## config.mk

```make
export PLATFORM = sky130hd
export DESIGN_NAME = host_req_arbiter_flat
export DESIGN_NICKNAME = d
export VERILOG_FILES = /design/src/rtl/host_req_arbiter_if.sv /design/src/rtl/host_req_arbiter.sv /design/src/flat_wrapper.sv
export SDC_FILE = /design/constraint.sdc
export NUM_CORES = 1
export LEC_CHECK = 0
export CORE_AREA = 2 2 142 144
export DETAILED_ROUTE_END_ITERATION = 6
export DIE_AREA = 0 0 144 146
export GPL_ROUTABILITY_DRIVEN = 0
export GPL_TIMING_DRIVEN = 0
export PLACE_DENSITY_LB_ADDON = 0.05
export SKIP_LAST_GASP = 1
export SLEW_MARGIN = 30
export SYNTH_ARGS = -nofsm -noshare
export SYNTH_HDL_FRONTEND = slang
export SYNTH_SLANG_ARGS = --single-unit
export TNS_END_PERCENT = 1
```

## constraint.sdc

```tcl
create_clock -name clk -period 3.1 [get_ports clk]
set_input_delay 0.93 -clock clk [delete_from_list [all_inputs] [get_ports clk]]
set_output_delay 0.93 -clock clk [all_outputs]
set_load 0.005 [all_outputs]
```

## src/rtl/host_req_arbiter_if.sv

```systemverilog
// NASTI (AXI4-style) channel bundle used between the host-request arbiter and the host slave.
// The master drives AW/W, the B ready and the AR/R tie-offs; the slave drives the remainder.
interface nasti_channel #(
    parameter int ID_WIDTH   = 1,
    parameter int USER_WIDTH = 1,
    parameter int ADDR_WIDTH = 32,
    parameter int DATA_WIDTH = 64
);
    logic                    aw_valid;
    logic                    aw_ready;
    logic [ADDR_WIDTH-1:0]   aw_addr;
    logic [7:0]              aw_len;
    logic [2:0]              aw_size;
    logic [1:0]              aw_burst;
    logic                    aw_lock;
    logic [3:0]              aw_cache;
    logic [2:0]              aw_prot;
    logic [3:0]              aw_qos;
    logic [3:0]              aw_region;
    logic [ID_WIDTH-1:0]     aw_id;
    logic [USER_WIDTH-1:0]   aw_user;

    logic                    w_valid;
    logic                    w_ready;
    logic [DATA_WIDTH-1:0]   w_data;
    logic [DATA_WIDTH/8-1:0] w_strb;
    logic                    w_last;
    logic [USER_WIDTH-1:0]   w_user;

    logic                    b_valid;
    logic                    b_ready;
    logic [1:0]              b_resp;
    logic [ID_WIDTH-1:0]     b_id;
    logic [USER_WIDTH-1:0]   b_user;

    logic                    ar_valid;
    logic                    ar_ready;
    logic [ADDR_WIDTH-1:0]   ar_addr;
    logic [7:0]              ar_len;
    logic [2:0]              ar_size;
    logic [1:0]              ar_burst;
    logic                    ar_lock;
    logic [3:0]              ar_cache;
    logic [2:0]              ar_prot;
    logic [3:0]              ar_qos;
    logic [3:0]              ar_region;
    logic [ID_WIDTH-1:0]     ar_id;
    logic [USER_WIDTH-1:0]   ar_user;

    logic                    r_valid;
    logic                    r_ready;
    logic [DATA_WIDTH-1:0]   r_data;
    logic [1:0]              r_resp;
    logic                    r_last;
    logic [ID_WIDTH-1:0]     r_id;
    logic [USER_WIDTH-1:0]   r_user;

    modport master (
        output aw_valid, aw_addr, aw_len, aw_size, aw_burst, aw_lock, aw_cache,
               aw_prot, aw_qos, aw_region, aw_id, aw_user,
        input  aw_ready,
        output w_valid, w_data, w_strb, w_last, w_user,
        input  w_ready,
        input  b_valid, b_resp, b_id, b_user,
        output b_ready,
        output ar_valid, ar_addr, ar_len, ar_size, ar_burst, ar_lock, ar_cache,
               ar_prot, ar_qos, ar_region, ar_id, ar_user,
        input  ar_ready,
        input  r_valid, r_data, r_resp, r_last, r_id, r_user,
        output r_ready
    );

    modport slave (
        input  aw_valid, aw_addr, aw_len, aw_size, aw_burst, aw_lock, aw_cache,
               aw_prot, aw_qos, aw_region, aw_id, aw_user,
        output aw_ready,
        input  w_valid, w_data, w_strb, w_last, w_user,
        output w_ready,
        output b_valid, b_resp, b_id, b_user,
        input  b_ready,
        input  ar_valid, ar_addr, ar_len, ar_size, ar_burst, ar_lock, ar_cache,
               ar_prot, ar_qos, ar_region, ar_id, ar_user,
        output ar_ready,
        output r_valid, r_data, r_resp, r_last, r_id, r_user,
        input  r_ready
    );
endinterface

```

## src/rtl/host_req_arbiter.sv

```systemverilog
// Round-robin arbiter funnelling NREQ requesters onto one NASTI write port, one
// single-beat AW/W/B transaction at a time, with a sticky error flag on bad responses.
module host_req_arbiter #(
    parameter int          NREQ       = 4,
    parameter int          ID_WIDTH   = 1,
    parameter int          USER_WIDTH = 1,
    parameter int          BASE_ID    = 0,
    parameter logic [31:0] HOST_ADDR  = 32'h0
) (
    input  logic                 clk,
    input  logic                 rstn,
    input  logic [NREQ-1:0]      req_valid,
    input  logic [16*NREQ-1:0]   req_data,
    output logic [NREQ-1:0]      req_ready,
    output logic                 busy,
    output logic                 err,
    output logic [3:0]           err_id,
    nasti_channel.master         nasti
);

    localparam int IDX_W = (NREQ > 1) ? $clog2(NREQ) : 1;

    typedef enum logic [1:0] {
        S_IDLE,
        S_AW,
        S_W,
        S_B
    } state_e;

    state_e            state_q, state_d;
    logic [IDX_W-1:0]  ptr_q, ptr_d;
    logic [IDX_W-1:0]  winner_q, winner_d;
    logic [15:0]       payload_q, payload_d;
    logic [15:0]       hostId_q, hostId_d;
    logic              err_q, err_d;
    logic [3:0]        errId_q, errId_d;

    logic              found;
    logic [IDX_W-1:0]  pick;
    logic [IDX_W:0]    candSum;
    logic [IDX_W-1:0]  cand;
    logic [NREQ-1:0]   grant;
    logic              bDone;

    // Scan the requesters starting at ptr, wrapping modulo NREQ; first valid one wins.
    always_comb begin
        found   = 1'b0;
        pick    = '0;
        candSum = '0;
        cand    = '0;
        for (int k = 0; k < NREQ; k++) begin
            candSum = {1'b0, ptr_q} + (IDX_W+1)'(k);
            if (candSum >= (IDX_W+1)'(NREQ)) begin
                candSum = candSum - (IDX_W+1)'(NREQ);
            end
            cand = candSum[IDX_W-1:0];
            if (!found && req_valid[cand]) begin
                found = 1'b1;
                pick  = cand;
            end
        end
    end

    always_comb begin
        state_d   = state_q;
        ptr_d     = ptr_q;
        winner_d  = winner_q;
        payload_d = payload_q;
        hostId_d  = hostId_q;
        err_d     = err_q;
        errId_d   = errId_q;
        grant     = '0;
        bDone     = 1'b0;

        case (state_q)
            S_IDLE: begin
                if (found) begin
                    grant[pick] = 1'b1;
                    winner_d    = pick;
                    payload_d   = req_data[16*pick +: 16];
                    hostId_d    = 16'(BASE_ID) + 16'(pick);
                    ptr_d       = (pick == IDX_W'(NREQ-1)) ? '0 : pick + IDX_W'(1);
                    state_d     = S_AW;
                end
            end
            S_AW: begin
                if (nasti.aw_ready) begin
                    state_d = S_W;
                end
            end
            S_W: begin
                // b_ready is already high here, so a same-cycle response retires the transaction.
                if (nasti.w_ready) begin
                    if (nasti.b_valid) begin
                        bDone   = 1'b1;
                        state_d = S_IDLE;
                    end else begin
                        state_d = S_B;
                    end
                end
            end
            S_B: begin
                if (nasti.b_valid) begin
                    bDone   = 1'b1;
                    state_d = S_IDLE;
                end
            end
            default: begin
                state_d = S_IDLE;
            end
        endcase

        if (bDone && (nasti.b_resp != 2'b00) && !err_q) begin
            err_d   = 1'b1;
            errId_d = 4'(winner_q);
        end
    end

    always_ff @(posedge clk or negedge rstn) begin
        if (!rstn) begin
            state_q   <= S_IDLE;
            ptr_q     <= '0;
            winner_q  <= '0;
            payload_q <= '0;
            hostId_q  <= '0;
            err_q     <= 1'b0;
            errId_q   <= '0;
        end else begin
            state_q   <= state_d;
            ptr_q     <= ptr_d;
            winner_q  <= winner_d;
            payload_q <= payload_d;
            hostId_q  <= hostId_d;
            err_q     <= err_d;
            errId_q   <= errId_d;
        end
    end

    // Grant is combinational from req_valid, so it is also masked by reset to stay low while held.
    assign req_ready = grant & {NREQ{rstn}};
    assign busy      = (state_q != S_IDLE);
    assign err       = err_q;
    assign err_id    = errId_q;

    assign nasti.aw_valid  = (state_q == S_AW);
    assign nasti.aw_addr   = HOST_ADDR;
    assign nasti.aw_len    = 8'd0;
    assign nasti.aw_size   = 3'd3;
    assign nasti.aw_burst  = 2'b01;
    assign nasti.aw_lock   = 1'b0;
    assign nasti.aw_cache  = 4'd0;
    assign nasti.aw_prot   = 3'd0;
    assign nasti.aw_qos    = 4'd0;
    assign nasti.aw_region = 4'd0;
    assign nasti.aw_id     = ID_WIDTH'(0);
    assign nasti.aw_user   = USER_WIDTH'(0);

    assign nasti.w_valid = (state_q == S_W);
    assign nasti.w_data  = 64'({hostId_q, payload_q});
    assign nasti.w_strb  = '1;
    assign nasti.w_last  = 1'b1;
    assign nasti.w_user  = USER_WIDTH'(0);

    assign nasti.b_ready = (state_q == S_W) || (state_q == S_B);

    assign nasti.ar_valid  = 1'b0;
    assign nasti.ar_addr   = '0;
    assign nasti.ar_len    = 8'd0;
    assign nasti.ar_size   = 3'd0;
    assign nasti.ar_burst  = 2'b00;
    assign nasti.ar_lock   = 1'b0;
    assign nasti.ar_cache  = 4'd0;
    assign nasti.ar_prot   = 3'd0;
    assign nasti.ar_qos    = 4'd0;
    assign nasti.ar_region = 4'd0;
    assign nasti.ar_id     = ID_WIDTH'(0);
    assign nasti.ar_user   = USER_WIDTH'(0);
    assign nasti.r_ready   = 1'b0;

endmodule

```

## src/flat_wrapper.sv

```systemverilog
// flat-port wrapper written by rule: the top's interface ports become plain ports
module host_req_arbiter_flat 
#(
    parameter int          NREQ       = 4,
    parameter int          ID_WIDTH   = 1,
    parameter int          USER_WIDTH = 1,
    parameter int          BASE_ID    = 0,
    parameter logic [31:0] HOST_ADDR  = 32'h0
)
  (clk, rstn, req_valid, req_data, req_ready, busy, err, err_id, nasti_aw_valid, nasti_aw_addr, nasti_aw_len, nasti_aw_size, nasti_aw_burst, nasti_aw_lock, nasti_aw_cache, nasti_aw_prot, nasti_aw_qos, nasti_aw_region, nasti_aw_id, nasti_aw_user, nasti_aw_ready, nasti_w_valid, nasti_w_data, nasti_w_strb, nasti_w_last, nasti_w_user, nasti_w_ready, nasti_b_valid, nasti_b_resp, nasti_b_id, nasti_b_user, nasti_b_ready, nasti_ar_valid, nasti_ar_addr, nasti_ar_len, nasti_ar_size, nasti_ar_burst, nasti_ar_lock, nasti_ar_cache, nasti_ar_prot, nasti_ar_qos, nasti_ar_region, nasti_ar_id, nasti_ar_user, nasti_ar_ready, nasti_r_valid, nasti_r_data, nasti_r_resp, nasti_r_last, nasti_r_id, nasti_r_user, nasti_r_ready);
  nasti_channel #(.ID_WIDTH(ID_WIDTH), .USER_WIDTH(USER_WIDTH)) nasti_i ();
  input  logic clk;
  input  logic rstn;
  input  logic [NREQ-1:0] req_valid;
  input  logic [16*NREQ-1:0] req_data;
  output logic [NREQ-1:0] req_ready;
  output logic busy;
  output logic err;
  output logic [3:0] err_id;
  output wire logic [$bits(nasti_i.aw_valid)-1:0] nasti_aw_valid;
  output wire logic [$bits(nasti_i.aw_addr)-1:0] nasti_aw_addr;
  output wire logic [$bits(nasti_i.aw_len)-1:0] nasti_aw_len;
  output wire logic [$bits(nasti_i.aw_size)-1:0] nasti_aw_size;
  output wire logic [$bits(nasti_i.aw_burst)-1:0] nasti_aw_burst;
  output wire logic [$bits(nasti_i.aw_lock)-1:0] nasti_aw_lock;
  output wire logic [$bits(nasti_i.aw_cache)-1:0] nasti_aw_cache;
  output wire logic [$bits(nasti_i.aw_prot)-1:0] nasti_aw_prot;
  output wire logic [$bits(nasti_i.aw_qos)-1:0] nasti_aw_qos;
  output wire logic [$bits(nasti_i.aw_region)-1:0] nasti_aw_region;
  output wire logic [$bits(nasti_i.aw_id)-1:0] nasti_aw_id;
  output wire logic [$bits(nasti_i.aw_user)-1:0] nasti_aw_user;
  input wire logic [$bits(nasti_i.aw_ready)-1:0] nasti_aw_ready;
  output wire logic [$bits(nasti_i.w_valid)-1:0] nasti_w_valid;
  output wire logic [$bits(nasti_i.w_data)-1:0] nasti_w_data;
  output wire logic [$bits(nasti_i.w_strb)-1:0] nasti_w_strb;
  output wire logic [$bits(nasti_i.w_last)-1:0] nasti_w_last;
  output wire logic [$bits(nasti_i.w_user)-1:0] nasti_w_user;
  input wire logic [$bits(nasti_i.w_ready)-1:0] nasti_w_ready;
  input wire logic [$bits(nasti_i.b_valid)-1:0] nasti_b_valid;
  input wire logic [$bits(nasti_i.b_resp)-1:0] nasti_b_resp;
  input wire logic [$bits(nasti_i.b_id)-1:0] nasti_b_id;
  input wire logic [$bits(nasti_i.b_user)-1:0] nasti_b_user;
  output wire logic [$bits(nasti_i.b_ready)-1:0] nasti_b_ready;
  output wire logic [$bits(nasti_i.ar_valid)-1:0] nasti_ar_valid;
  output wire logic [$bits(nasti_i.ar_addr)-1:0] nasti_ar_addr;
  output wire logic [$bits(nasti_i.ar_len)-1:0] nasti_ar_len;
  output wire logic [$bits(nasti_i.ar_size)-1:0] nasti_ar_size;
  output wire logic [$bits(nasti_i.ar_burst)-1:0] nasti_ar_burst;
  output wire logic [$bits(nasti_i.ar_lock)-1:0] nasti_ar_lock;
  output wire logic [$bits(nasti_i.ar_cache)-1:0] nasti_ar_cache;
  output wire logic [$bits(nasti_i.ar_prot)-1:0] nasti_ar_prot;
  output wire logic [$bits(nasti_i.ar_qos)-1:0] nasti_ar_qos;
  output wire logic [$bits(nasti_i.ar_region)-1:0] nasti_ar_region;
  output wire logic [$bits(nasti_i.ar_id)-1:0] nasti_ar_id;
  output wire logic [$bits(nasti_i.ar_user)-1:0] nasti_ar_user;
  input wire logic [$bits(nasti_i.ar_ready)-1:0] nasti_ar_ready;
  input wire logic [$bits(nasti_i.r_valid)-1:0] nasti_r_valid;
  input wire logic [$bits(nasti_i.r_data)-1:0] nasti_r_data;
  input wire logic [$bits(nasti_i.r_resp)-1:0] nasti_r_resp;
  input wire logic [$bits(nasti_i.r_last)-1:0] nasti_r_last;
  input wire logic [$bits(nasti_i.r_id)-1:0] nasti_r_id;
  input wire logic [$bits(nasti_i.r_user)-1:0] nasti_r_user;
  output wire logic [$bits(nasti_i.r_ready)-1:0] nasti_r_ready;
  assign nasti_aw_valid = nasti_i.aw_valid;
  assign nasti_aw_addr = nasti_i.aw_addr;
  assign nasti_aw_len = nasti_i.aw_len;
  assign nasti_aw_size = nasti_i.aw_size;
  assign nasti_aw_burst = nasti_i.aw_burst;
  assign nasti_aw_lock = nasti_i.aw_lock;
  assign nasti_aw_cache = nasti_i.aw_cache;
  assign nasti_aw_prot = nasti_i.aw_prot;
  assign nasti_aw_qos = nasti_i.aw_qos;
  assign nasti_aw_region = nasti_i.aw_region;
  assign nasti_aw_id = nasti_i.aw_id;
  assign nasti_aw_user = nasti_i.aw_user;
  assign nasti_i.aw_ready = nasti_aw_ready;
  assign nasti_w_valid = nasti_i.w_valid;
  assign nasti_w_data = nasti_i.w_data;
  assign nasti_w_strb = nasti_i.w_strb;
  assign nasti_w_last = nasti_i.w_last;
  assign nasti_w_user = nasti_i.w_user;
  assign nasti_i.w_ready = nasti_w_ready;
  assign nasti_i.b_valid = nasti_b_valid;
  assign nasti_i.b_resp = nasti_b_resp;
  assign nasti_i.b_id = nasti_b_id;
  assign nasti_i.b_user = nasti_b_user;
  assign nasti_b_ready = nasti_i.b_ready;
  assign nasti_ar_valid = nasti_i.ar_valid;
  assign nasti_ar_addr = nasti_i.ar_addr;
  assign nasti_ar_len = nasti_i.ar_len;
  assign nasti_ar_size = nasti_i.ar_size;
  assign nasti_ar_burst = nasti_i.ar_burst;
  assign nasti_ar_lock = nasti_i.ar_lock;
  assign nasti_ar_cache = nasti_i.ar_cache;
  assign nasti_ar_prot = nasti_i.ar_prot;
  assign nasti_ar_qos = nasti_i.ar_qos;
  assign nasti_ar_region = nasti_i.ar_region;
  assign nasti_ar_id = nasti_i.ar_id;
  assign nasti_ar_user = nasti_i.ar_user;
  assign nasti_i.ar_ready = nasti_ar_ready;
  assign nasti_i.r_valid = nasti_r_valid;
  assign nasti_i.r_data = nasti_r_data;
  assign nasti_i.r_resp = nasti_r_resp;
  assign nasti_i.r_last = nasti_r_last;
  assign nasti_i.r_id = nasti_r_id;
  assign nasti_i.r_user = nasti_r_user;
  assign nasti_r_ready = nasti_i.r_ready;
  host_req_arbiter #(.NREQ(NREQ), .ID_WIDTH(ID_WIDTH), .USER_WIDTH(USER_WIDTH), .BASE_ID(BASE_ID), .HOST_ADDR(HOST_ADDR)) u_core (.clk(clk), .rstn(rstn), .req_valid(req_valid), .req_data(req_data), .req_ready(req_ready), .busy(busy), .err(err), .err_id(err_id), .nasti(nasti_i));
endmodule
```

==> results.tsv <==
metric	value	unit
gr-total-overflow	0	
async_flop_share	1.00	
cts_hold_buf	0	
wl_per_cell	10.3	um
worst_pin_slew	0.598	ns
layout-drive-gt1-share	0.349	
slew_viol_final	0	
synth.avg_cell_area	8.69	um^2
cts-htree-levels	1	
synth_cell_types	36	
rsz0062_at_grt	yes	
ys_ff_latch	25	
holdPathEnd	u_core.payload_q[14]	
root_buffer	clkbuf_16	
globalRouteTotalUtil	0.0841	
place_inst	903	
die_w	144	um
pre_cts_ws	-1.25	ns
routed_wl	9400	um
min_from	u_core.payload_q[14]	
grt_pass1_wl	13700	um
violations	setup timing	
utilization	0.271	
cts_sinks	25	
antenna_cells	0	
reg2reg_depth	8	
min_period_over_period	1.00	
synth_edf_count	0	
die-area	0.0210	mm^2
r2r-end	u_core.payload_q[2]	
cts_inserted_buffers	3	
ios	363	
first_pass_iters	2	
area_growth	72.2	%
comb_power_share	0.636	
worstSkewPairLatency	0.27	ns
netlist_top_cells_count	buf_4 (187), nor3_1 (33), mux2i_1 (32)	
seqPwrFrac	0.238	
seq_area_frac_synth	0.206	
vias	2657	
initial_utilization	0.157	
status	finished with violations	
synth_top_area_share	0.462	
dp_hpwl	7970	um
r2r-start	u_core.ptr_q[1]	
r2r_slack	0.83	ns
stdcell_count	912	
period_minus_slack	3.11	ns
hold_class	reg2reg	
initialDrtViolationCount	14	
yosysTopAreaCell	buf_4	
synth_area	0.00304	mm^2
hold_viol	0	
die_h	146	um
grt_start_max_net_pins	24	
hold_depth	1	
leakage	0.00294	uW
critPathLaunchType	input port	
avgViaCountPerCell	2.91	
rows	51	
cp_data_arrival_time	2.18	ns
max_freq	0.322	GHz
core	0.0193	mm^2
grt_pass1_vias	2485	
cts_tree	done	
clock_skew	0.0105	ns
clockPowerShare	0.126	
drc	0	
intPower	1560	uW
portBuffers	103	
crit_fanout	5	
path_clk_slew	0.08	ns
synth_most_common_cell	buf_4	
clock_path_buffers	2	
path_class	in2out	
ant_nets	0	
yosysWarnings	0	
setup-violations-final	1	
antenna_found_initial	0	
synth_ff_type	dfrtp_1	
synth_cells	350	
nets	797	
power	2520	uW
switching_power	956	uW
vdd_drop_max	0.167	mV
p_sw_frac	0.380	
cp_data_required_time	2.17	ns
slew_headroom	0.596	
fin_ws	-0.00618	ns
cp-end-kind	output port	
power.density	481	mW/mm^2
synthTopCellsByArea	buf_4 (46%), dfrtp_1 (21%), mux2i_1 (11%)	
max_cap_violations	0	
==> kinds of logic after synthesis <==
family / Yosys count / synth area share
AOI/OAI and AO/OA: 28 / 0.0765
adders and majority gates: 1 / 0.00411
buffers and inverters: 203 / 0.497
DFF: 25 / 0.206
and+or+nand+nor: 55 / 0.0926
muxes: 36 / 0.121
other: 2 / 0.00247
==> critical path, stage by stage <==
cell and delay (ns):
buf_2 0.13, mux2_4 0.27, o221ai_2 0.19, buf_6 0.14, inv_1 0.05, ha_1 0.18
and3_1 0.14, buf_2 0.14
==> how the worst max path moves through the flow <==
stage / to / slack (ns) / start
2_1_floorplan: req_ready[3] / 0.12 / req_valid[1]
3_3_place_gp: req_ready[3] / -1.30 / req_valid[0]
3_5_place_dp: req_ready[3] / -1.25 / req_valid[0]
4_1_cts: req_ready[1] / -0.03 / req_valid[2]
5_1_grt: req_ready[3] / -0.08 / req_valid[1]
6_report: req_ready[3] / -0.006 / req_valid[1]
==> sequential cells by signal, summed over array words and instances, names as in the netlist <==
register	count
u_core.state_q	2
u_core.ptr_q	2
u_core.err	1
u_core.err_id	2
u_core.payload_q	16
u_core.winner_q	2
==> per-layer routing <==
metal / wire length [um] / global-route usage
met1: 3490 / 0.0916
met2: 4690 / 0.157
met3: 1170 / 0.0303
met4: 55 / 0.0132
met5: 0 / 0
==> area by class of cell <==
type | instances | area, um^2
fill | 2123 | 14100
timing repair buffer | 112 | 1100
buffer | 195 | 1460
multi-input combinational | 306 | 1610
sequential | 25 | 626
clock inverter | 1 | 7.51
clock buffer | 3 | 75.1
inverter | 5 | 21.3
tap | 265 | 332
==> placed cells by master (no fill, tap or decap), types with 4 or more instances in the layout <==
| cell type | count |
|---|---|
| nor3_1 | 33 |
| buf_2 | 8 |
| clkdlybuf4s50_1 | 94 |
| conb_1 | 186 |
| dfrtp_1 | 25 |
| nor2_1 | 5 |
| buf_4 | 191 |
| buf_6 | 4 |
| nand2_1 | 7 |
| mux2i_1 | 32 |
| a211o_1 | 16 |
==> power groups by stage <==
| stage | Combinational [uW] | Sequential [uW] | Clock (uW) |
|---|---|---|---|
| final | 1600 | 600 | 317 |
| after CTS | 1630 | 602 | 336 |
| after global placement | 1580 | 597 | 0 |
| after floorplan | 892 | 594 | 0 |
| after global routing | 1780 | 623 | 350 |
| after detailed placement | 1570 | 604 | 0 |
==> through the flow <==
step                instance area (um^2)  hold slack, ns   TNS, ns
floorplan                           3730           0.484         0
global placement                    5090           0.469     -5.12
detailed placement                  5110           0.475     -4.38
CTS                                 5240           0.491   -0.0549
global route                        5240           0.488    -0.194
finish                              5240           0.489  -0.00618
==> repair_timing <==
| action | 4_1_cts | 5_1_grt |
|---|---|---|
| setup endpoints to repair | 4 | 4 |
| pin swaps | 3 | 1 |
| buffers inserted | 8 | 0 |
| resized for setup | 32 | 1 |
Note: power is estimated with default switching activity, not from simulation.
